--- src/rtl/subpel_sched.sv ---
// Issue scheduler for the sub-pixel interpolator: drives the horizontal pass and
// the three vertical source passes, then tags results as they leave the FIR stages.
module subpel_sched #(
    parameter int NUM_PIXEL = 8,
    parameter int H_ROWS    = 15,
    parameter int FIR_LAT   = 2
) (
    input  logic       clk,
    input  logic       rst,
    input  logic       start,
    input  logic       flush,
    output logic       busy,
    output logic       done,
    output logic [7:0] row_cnt,
    output logic [1:0] src_sel,
    output logic       shift_en,
    output logic       out_we,
    output logic [7:0] out_idx
);

    typedef enum logic [2:0] {IDLE, HPASS, HWAIT, VPASS, DRAIN, DONE} state_t;

    localparam logic [7:0] ROW_LAST_H = 8'(H_ROWS - 1);
    localparam logic [7:0] ROW_LAST_V = 8'(NUM_PIXEL - 1);
    localparam logic [7:0] IDX_LAST   = 8'(4 * NUM_PIXEL - 1);
    localparam logic [7:0] INT_FIRST  = 8'd3;
    localparam logic [7:0] INT_LAST   = 8'(3 + NUM_PIXEL - 1);
    localparam logic [2:0] WAIT_LAST  = 3'(FIR_LAT - 1);

    state_t     state_q;
    logic [2:0] wait_q;
    logic       busy_q, done_q, shift_en_q, out_we_q;
    logic [7:0] row_cnt_q, out_idx_q;
    logic [1:0] src_sel_q;

    logic       iss_v, iss_h;
    logic       emerge_v_d, emerge_h_d;
    logic [7:0] emerge_row_d;

    assign iss_v = (state_q == HPASS) || (state_q == VPASS);
    assign iss_h = (state_q == HPASS);

    // The output registers form the last stage of the tag line, so the line
    // itself only needs FIR_LAT-1 stages ahead of them.
    generate
        if (FIR_LAT > 1) begin : g_line
            localparam int D = FIR_LAT - 1;
            logic [D-1:0] v_q, h_q;
            logic [7:0]   row_q [D];

            always_ff @(posedge clk or negedge rst) begin
                if (!rst) begin
                    v_q <= '0;
                    h_q <= '0;
                    for (int i = 0; i < D; i++) row_q[i] <= '0;
                end else if (flush) begin
                    v_q <= '0;
                    h_q <= '0;
                end else begin
                    v_q[0]   <= iss_v;
                    h_q[0]   <= iss_h;
                    row_q[0] <= row_cnt_q;
                    for (int i = 1; i < D; i++) begin
                        v_q[i]   <= v_q[i-1];
                        h_q[i]   <= h_q[i-1];
                        row_q[i] <= row_q[i-1];
                    end
                end
            end

            assign emerge_v_d   = v_q[D-1];
            assign emerge_h_d   = h_q[D-1];
            assign emerge_row_d = row_q[D-1];
        end else begin : g_direct
            assign emerge_v_d   = iss_v;
            assign emerge_h_d   = iss_h;
            assign emerge_row_d = row_cnt_q;
        end
    endgenerate

    always_ff @(posedge clk or negedge rst) begin
        if (!rst) begin
            state_q    <= IDLE;
            wait_q     <= '0;
            busy_q     <= 1'b0;
            done_q     <= 1'b0;
            shift_en_q <= 1'b0;
            out_we_q   <= 1'b0;
            row_cnt_q  <= '0;
            src_sel_q  <= '0;
            out_idx_q  <= '0;
        end else if (flush) begin
            state_q    <= IDLE;
            busy_q     <= 1'b0;
            done_q     <= 1'b0;
            shift_en_q <= 1'b0;
            out_we_q   <= 1'b0;
        end else begin
            done_q     <= 1'b0;
            shift_en_q <= emerge_v_d && emerge_h_d;
            out_we_q   <= emerge_v_d && (!emerge_h_d ||
                          (emerge_row_d >= INT_FIRST && emerge_row_d <= INT_LAST));
            // Saturate at the last slot so a stray write can never wrap the index.
            if (out_we_q && out_idx_q != IDX_LAST)
                out_idx_q <= out_idx_q + 8'd1;

            case (state_q)
                IDLE: begin
                    if (start) begin
                        state_q   <= HPASS;
                        busy_q    <= 1'b1;
                        row_cnt_q <= '0;
                        src_sel_q <= '0;
                        out_idx_q <= '0;
                    end
                end
                HPASS: begin
                    if (row_cnt_q == ROW_LAST_H) begin
                        state_q <= HWAIT;
                        wait_q  <= '0;
                    end else begin
                        row_cnt_q <= row_cnt_q + 8'd1;
                    end
                end
                HWAIT: begin
                    if (wait_q == WAIT_LAST) begin
                        state_q   <= VPASS;
                        row_cnt_q <= '0;
                        src_sel_q <= 2'd1;
                    end else begin
                        wait_q <= wait_q + 3'd1;
                    end
                end
                VPASS: begin
                    if (row_cnt_q == ROW_LAST_V) begin
                        if (src_sel_q == 2'd3) begin
                            state_q <= DRAIN;
                            wait_q  <= '0;
                        end else begin
                            row_cnt_q <= '0;
                            src_sel_q <= src_sel_q + 2'd1;
                        end
                    end else begin
                        row_cnt_q <= row_cnt_q + 8'd1;
                    end
                end
                DRAIN: begin
                    if (wait_q == WAIT_LAST) begin
                        state_q <= DONE;
                        done_q  <= 1'b1;
                    end else begin
                        wait_q <= wait_q + 3'd1;
                    end
                end
                DONE: begin
                    state_q <= IDLE;
                    busy_q  <= 1'b0;
                end
                default: begin
                    state_q <= IDLE;
                    busy_q  <= 1'b0;
                end
            endcase
        end
    end

    assign busy     = busy_q;
    assign done     = done_q;
    assign row_cnt  = row_cnt_q;
    assign src_sel  = src_sel_q;
    assign shift_en = shift_en_q;
    assign out_we   = out_we_q;
    assign out_idx  = out_idx_q;

endmodule

--- config.mk ---
export PLATFORM = sky130hd
export DESIGN_NAME = subpel_sched
export DESIGN_NICKNAME = d
export VERILOG_FILES = /design/src/rtl/subpel_sched.sv
export SDC_FILE = /design/constraint.sdc
export NUM_CORES = 1
export LEC_CHECK = 0
export CORE_MARGIN = 8
export CORE_UTILIZATION = 30
export CTS_CLUSTER_DIAMETER = 80
export DETAILED_ROUTE_END_ITERATION = 12
export PLACE_DENSITY_LB_ADDON = 0.2
export SLEW_MARGIN = 10
export SYNTH_ARGS = -nofsm -noshare
export SYNTH_HDL_FRONTEND = slang
export SYNTH_SLANG_ARGS = --single-unit
--- constraint.sdc ---
create_clock -name clk -period 1.9 [get_ports clk]
set_input_delay 0.38 -clock clk [delete_from_list [all_inputs] [get_ports clk]]
set_output_delay 0.38 -clock clk [all_outputs]
set_load 0.005 [all_outputs]
==> results.md <==
- During I/O placement, the number of pins put on the boundary was 26.
- Before CTS, the worst setup slack after placement is -0.185 ns.
- The max-cap violation count is 0.
- Summed over all cells, the static leakage comes to about 0.0013 uW.
- Of the synthesized area, sequential elements account for 0.470.
- The power density over the cells is 698 mW/mm2.
- In the final routed layout, each cell accounts on average for around 15 um.
- The number of setup buffers added after CTS is 0.
- Counting flops with a built-in enable in the synthesized netlist gives 0.
- Entering global routing, the biggest net connects 39 pins.
- The checks that failed: setup timing.
- The data required time at the worst endpoint is ~2.1 ns.
- The initial detailed-routing violation count is between 70 and 80.
- The transition time at the pin with the least slew margin is 0.556 ns.
- The endpoint type of the worst setup path is a flop.
- The floorplan step defined a die boundary enclosing between 0.009 and 0.01 mm2.
- In this run the critical register-to-register path is captured at wait_q[1].
- The final setup TNS is -0.170 ns.
- The effective utilization at floorplan is 0.304.
- Buffers placed on the I/O ports in this run total 25.
- The maximum net fanout on the critical path is 2.
- The total of warnings raised by yosys is 0.
- The class of the most critical setup path is reg -> reg.
- In the synthesized netlist, the number of instances is 206.
- The worst-case IR drop observed on VDD is between 0.2 and 0.3 mV.
- Setup repair after global routing could not meet its margin everywhere.
- The routed design could run at a clock period as short as around 2.0 ns.
- Routability-driven placement finished with a final weighted congestion of a little under 0.8.
- The detailed-placement wirelength estimate is a little under 4000 um.
- The number of CTS-inserted buffers is 5.
- The average vias per placed instance is a little under 5.
- Global routing finished with a remaining overflow of 0.
- The initial antenna violation count came to 0.
- The startpoint identified for the worst register-to-register timing path is row_cnt[7].
- The most critical setup path has its endpoint at wait_q[1].
- The register-to-register path setup slack is -0.14 ns.
- The final-report hold violation count is 0.
- TritonCTS built the clock tree.
- Measured on the finished design, the core utilization comes to 0.423.
- The core region is around 0.0066 mm2.
- The cell area that synthesis handed to floorplanning was 0.00202 mm2.
- The count of cells in the finished layout, fillers not included, comes to 350.
- The distinct cell type count of the synthesized netlist is 46.
- The clock drives 38 sinks.
- Summing over every cut layer, the via total after detailed routing is roughly 1700.
- The antenna diode count is 0.
- The die extent in y is roughly 98 um.
- The first detailed-routing pass ran for 4 iterations.
- The relative area change from synthesis to final layout is 39.0%.
- Headroom to the max-slew limit came out at 0.626.
- The run finished, with violations left.
- The total wire length after detailed routing is 5140 um.
- The x dimension of the die is 98.1 um.
- Setup violations remaining at the end of the flow were counted as 3.
- The global-route wire length before repair is 8870 um.
- After synthesis, the share of flip-flops with an asynchronous set or reset is 1.00.
- The maximum clock frequency is 490 MHz.
- The final clock skew is roughly 0.0080 ns.
- The residual antenna-violating net count after detailed routing is 0.
- Averaged over all synthesized cells, the footprint is a little under 10 um2.
- In the synthesized netlist the dominant register cell turns out to be sky130_fd_sc_hd__dfrtp_1.
- The tree is rooted in a sky130_fd_sc_hd__clkbuf_8.
- The final count of pins violating max slew is 0.
- The register bit count reported by yosys is 38.
- The H-tree was split into 2 levels.
- After layout, the worst setup slack is -0.141 ns.
- The critical path starts at row_cnt[7].
- The instance count after placement with tap cells included is between 300 and 400.
- After the last flow step, the layout net total stands at approximately 280.
- The total number of placement rows is 30.
- The number of global-route vias before repair was around 1800.
- Of the available clock period, the critical path in the final layout requires 1.07.
- Power comes to between 1500 and 2000 uW.
- Measured in cells, the most critical reg-to-reg path has a length of 4.
- The worst setup path is launched from a flop.
- Of the cells placed in the final design, the portion with a size suffix greater than 1 is 0.248.
- The DRC violations left is 0.
- The signal arrival time at the worst endpoint is between 2 and 2.5 ns.
- The synthesized net count is approximately 220.
- For the worst-skew pair, the clock arrives at the later sink with an insertion delay of between 0.2 and 0.3 ns.
- Clock-pin slew was measured on the worst setup and hold paths at approximately 0.08 ns.
- The min-delay analysis places its worst path in the category in -> async.
- The total global-route track usage is 0.115.
- The number of buffers between clock root and the deepest sink is 2.
==> state kept, by name (all words and copies together) (netlist names) <==
signal        cells
emerge_row_d      8
busy              1
emerge_v_d        1
out_idx           8
src_sel           2
row_cnt           8
out_we            1
done              1
shift_en          1
state_q           3
emerge_h_d        1
wait_q            3
==> final cells by class <==
type                       count  area [um2]
fill                         659        3830
multi-input combinational    149        1020
sequential                    38         951
timing repair buffer          66         566
tap                           80         100
clock buffer                   6        82.6
clock inverter                 2        60.1
inverter                       9        33.8
==> worst max-delay path: stages, from the launching register on <==
cell and delay [ns]:
sky130_fd_sc_hd__dfrtp_1 0.39, sky130_fd_sc_hd__or4_4 0.55, sky130_fd_sc_hd__a211o_1 0.28, sky130_fd_sc_hd__a221oi_2 0.35, sky130_fd_sc_hd__mux2_1 0.35
==> where the power goes <==
part / total, uW / switching [uW] / internal (uW) / leakage [uW]
sequential: 868 / 29.4 / 839 / 0.000522
clock: 859 / 299 / 560 / 0.0000714
combinational: 235 / 111 / 125 / 0.000683
total: 1960 / 439 / 1520 / 0.00128
==> routing by layer <==
| layer | routed length, um | GRT usage | up-vias | part of all wire |
|---|---|---|---|---|
| li1 | - | - | 870 | - |
| met1 | 2470 | 0.147 | 836 | 0.48 |
| met2 | 2420 | 0.181 | 16 | 0.47 |
| met3 | 162 | 0.0284 | 5 | 0.032 |
| met4 | 76 | 0.0468 | 0 | 0.015 |
| met5 | 0 | 0 | - | 0 |
==> cell usage after synthesis (3+ instances only) <==
cell type                  count  area share
sky130_fd_sc_hd__dfrtp_1      38        0.47
sky130_fd_sc_hd__nand2_1      16       0.030
sky130_fd_sc_hd__nor2_1       15       0.028
sky130_fd_sc_hd__a21oi_1      14       0.035
sky130_fd_sc_hd__clkbuf_1      9       0.017
sky130_fd_sc_hd__inv_1         9       0.017
sky130_fd_sc_hd__mux2_2        9       0.050
sky130_fd_sc_hd__o21ai_0       8       0.020
sky130_fd_sc_hd__nor2b_1       7       0.022
sky130_fd_sc_hd__o31ai_1       7       0.026
sky130_fd_sc_hd__ha_1          6       0.037
sky130_fd_sc_hd__nand3_1       6       0.015
sky130_fd_sc_hd__or4_1         5       0.019
sky130_fd_sc_hd__and3_1        4       0.012
sky130_fd_sc_hd__mux2i_1       4       0.020
sky130_fd_sc_hd__nand4_1       4       0.012
sky130_fd_sc_hd__nor3_1        4      0.0099
sky130_fd_sc_hd__nor4_1        3      0.0093
sky130_fd_sc_hd__or3_1         3      0.0093
sky130_fd_sc_hd__xnor2_1       3       0.013
==> worst min-delay path by stage <==
stage                     from         endpoint  slack, ns  depth (start not counted)
final                      rst       out_idx[1]       0.04                          2
after global placement     rst       row_cnt[2]       0.37                          2
after global routing       rst  emerge_row_d[5]       0.05                          2
after CTS                  rst       out_idx[1]       0.05                          2
after detailed placement   rst       row_cnt[1]       0.37                          2
after floorplan            rst             busy       0.08                          0
==> logic make-up (layout without fill, tap and decap cells) <==
kind of cell    after synthesis  count (layout)  synth area share
simple gates                 83              83             0.229
compound gates               42              42             0.135
xor+xnor                      4               4            0.0173
fa+ha+maj                     6               6            0.0371
mux                          14              14            0.0755
buf+inv                      19              83            0.0359
flops                        38              38             0.470
==> metrics by stage <==
step	hold slack, ns	area (um2)
after global placement	0.367	2650
after CTS	0.0479	2800
after global routing	0.0481	2810
after floorplan	0.0844	2020
final	0.0447	2810
after detailed placement	0.369	2650
==> repair_timing <==
item                                    in CTS  in global routing
pin swaps                                    0                  0
hold buffers                                 0                  0
hold endpoints to repair                     0                  0
resized for setup                            3                  4
endpoints found under the setup margin       3                  9
==> placed cells by master, fill, tap and decap left out, types with 2 or more instances in the layout <==
cell and n:
sky130_fd_sc_hd__or3_1 3, sky130_fd_sc_hd__xnor2_1 3, sky130_fd_sc_hd__nor3b_1 2, sky130_fd_sc_hd__a21oi_1 14
sky130_fd_sc_hd__mux2_2 9, sky130_fd_sc_hd__clkbuf_8 6, sky130_fd_sc_hd__o21ai_0 5, sky130_fd_sc_hd__or2_2 2
sky130_fd_sc_hd__buf_4 40, sky130_fd_sc_hd__nand4_1 4, sky130_fd_sc_hd__dfrtp_1 38, sky130_fd_sc_hd__nand4b_1 2
sky130_fd_sc_hd__bufinv_16 2, sky130_fd_sc_hd__clkdlybuf4s50_1 24, sky130_fd_sc_hd__mux2i_1 4, sky130_fd_sc_hd__nor2b_1 7
sky130_fd_sc_hd__o21bai_1 2, sky130_fd_sc_hd__nand3b_1 2, sky130_fd_sc_hd__nand2_1 16, sky130_fd_sc_hd__ha_1 6
sky130_fd_sc_hd__nor3_1 4, sky130_fd_sc_hd__inv_1 9, sky130_fd_sc_hd__nor4_1 3, sky130_fd_sc_hd__nor2_1 15
sky130_fd_sc_hd__o21ai_2 2, sky130_fd_sc_hd__o31ai_1 6, sky130_fd_sc_hd__nand3_1 6, sky130_fd_sc_hd__or4_1 5
sky130_fd_sc_hd__and3_1 4, sky130_fd_sc_hd__nand2b_1 2
No activity file was read; power rests on OpenSTA's default activity.
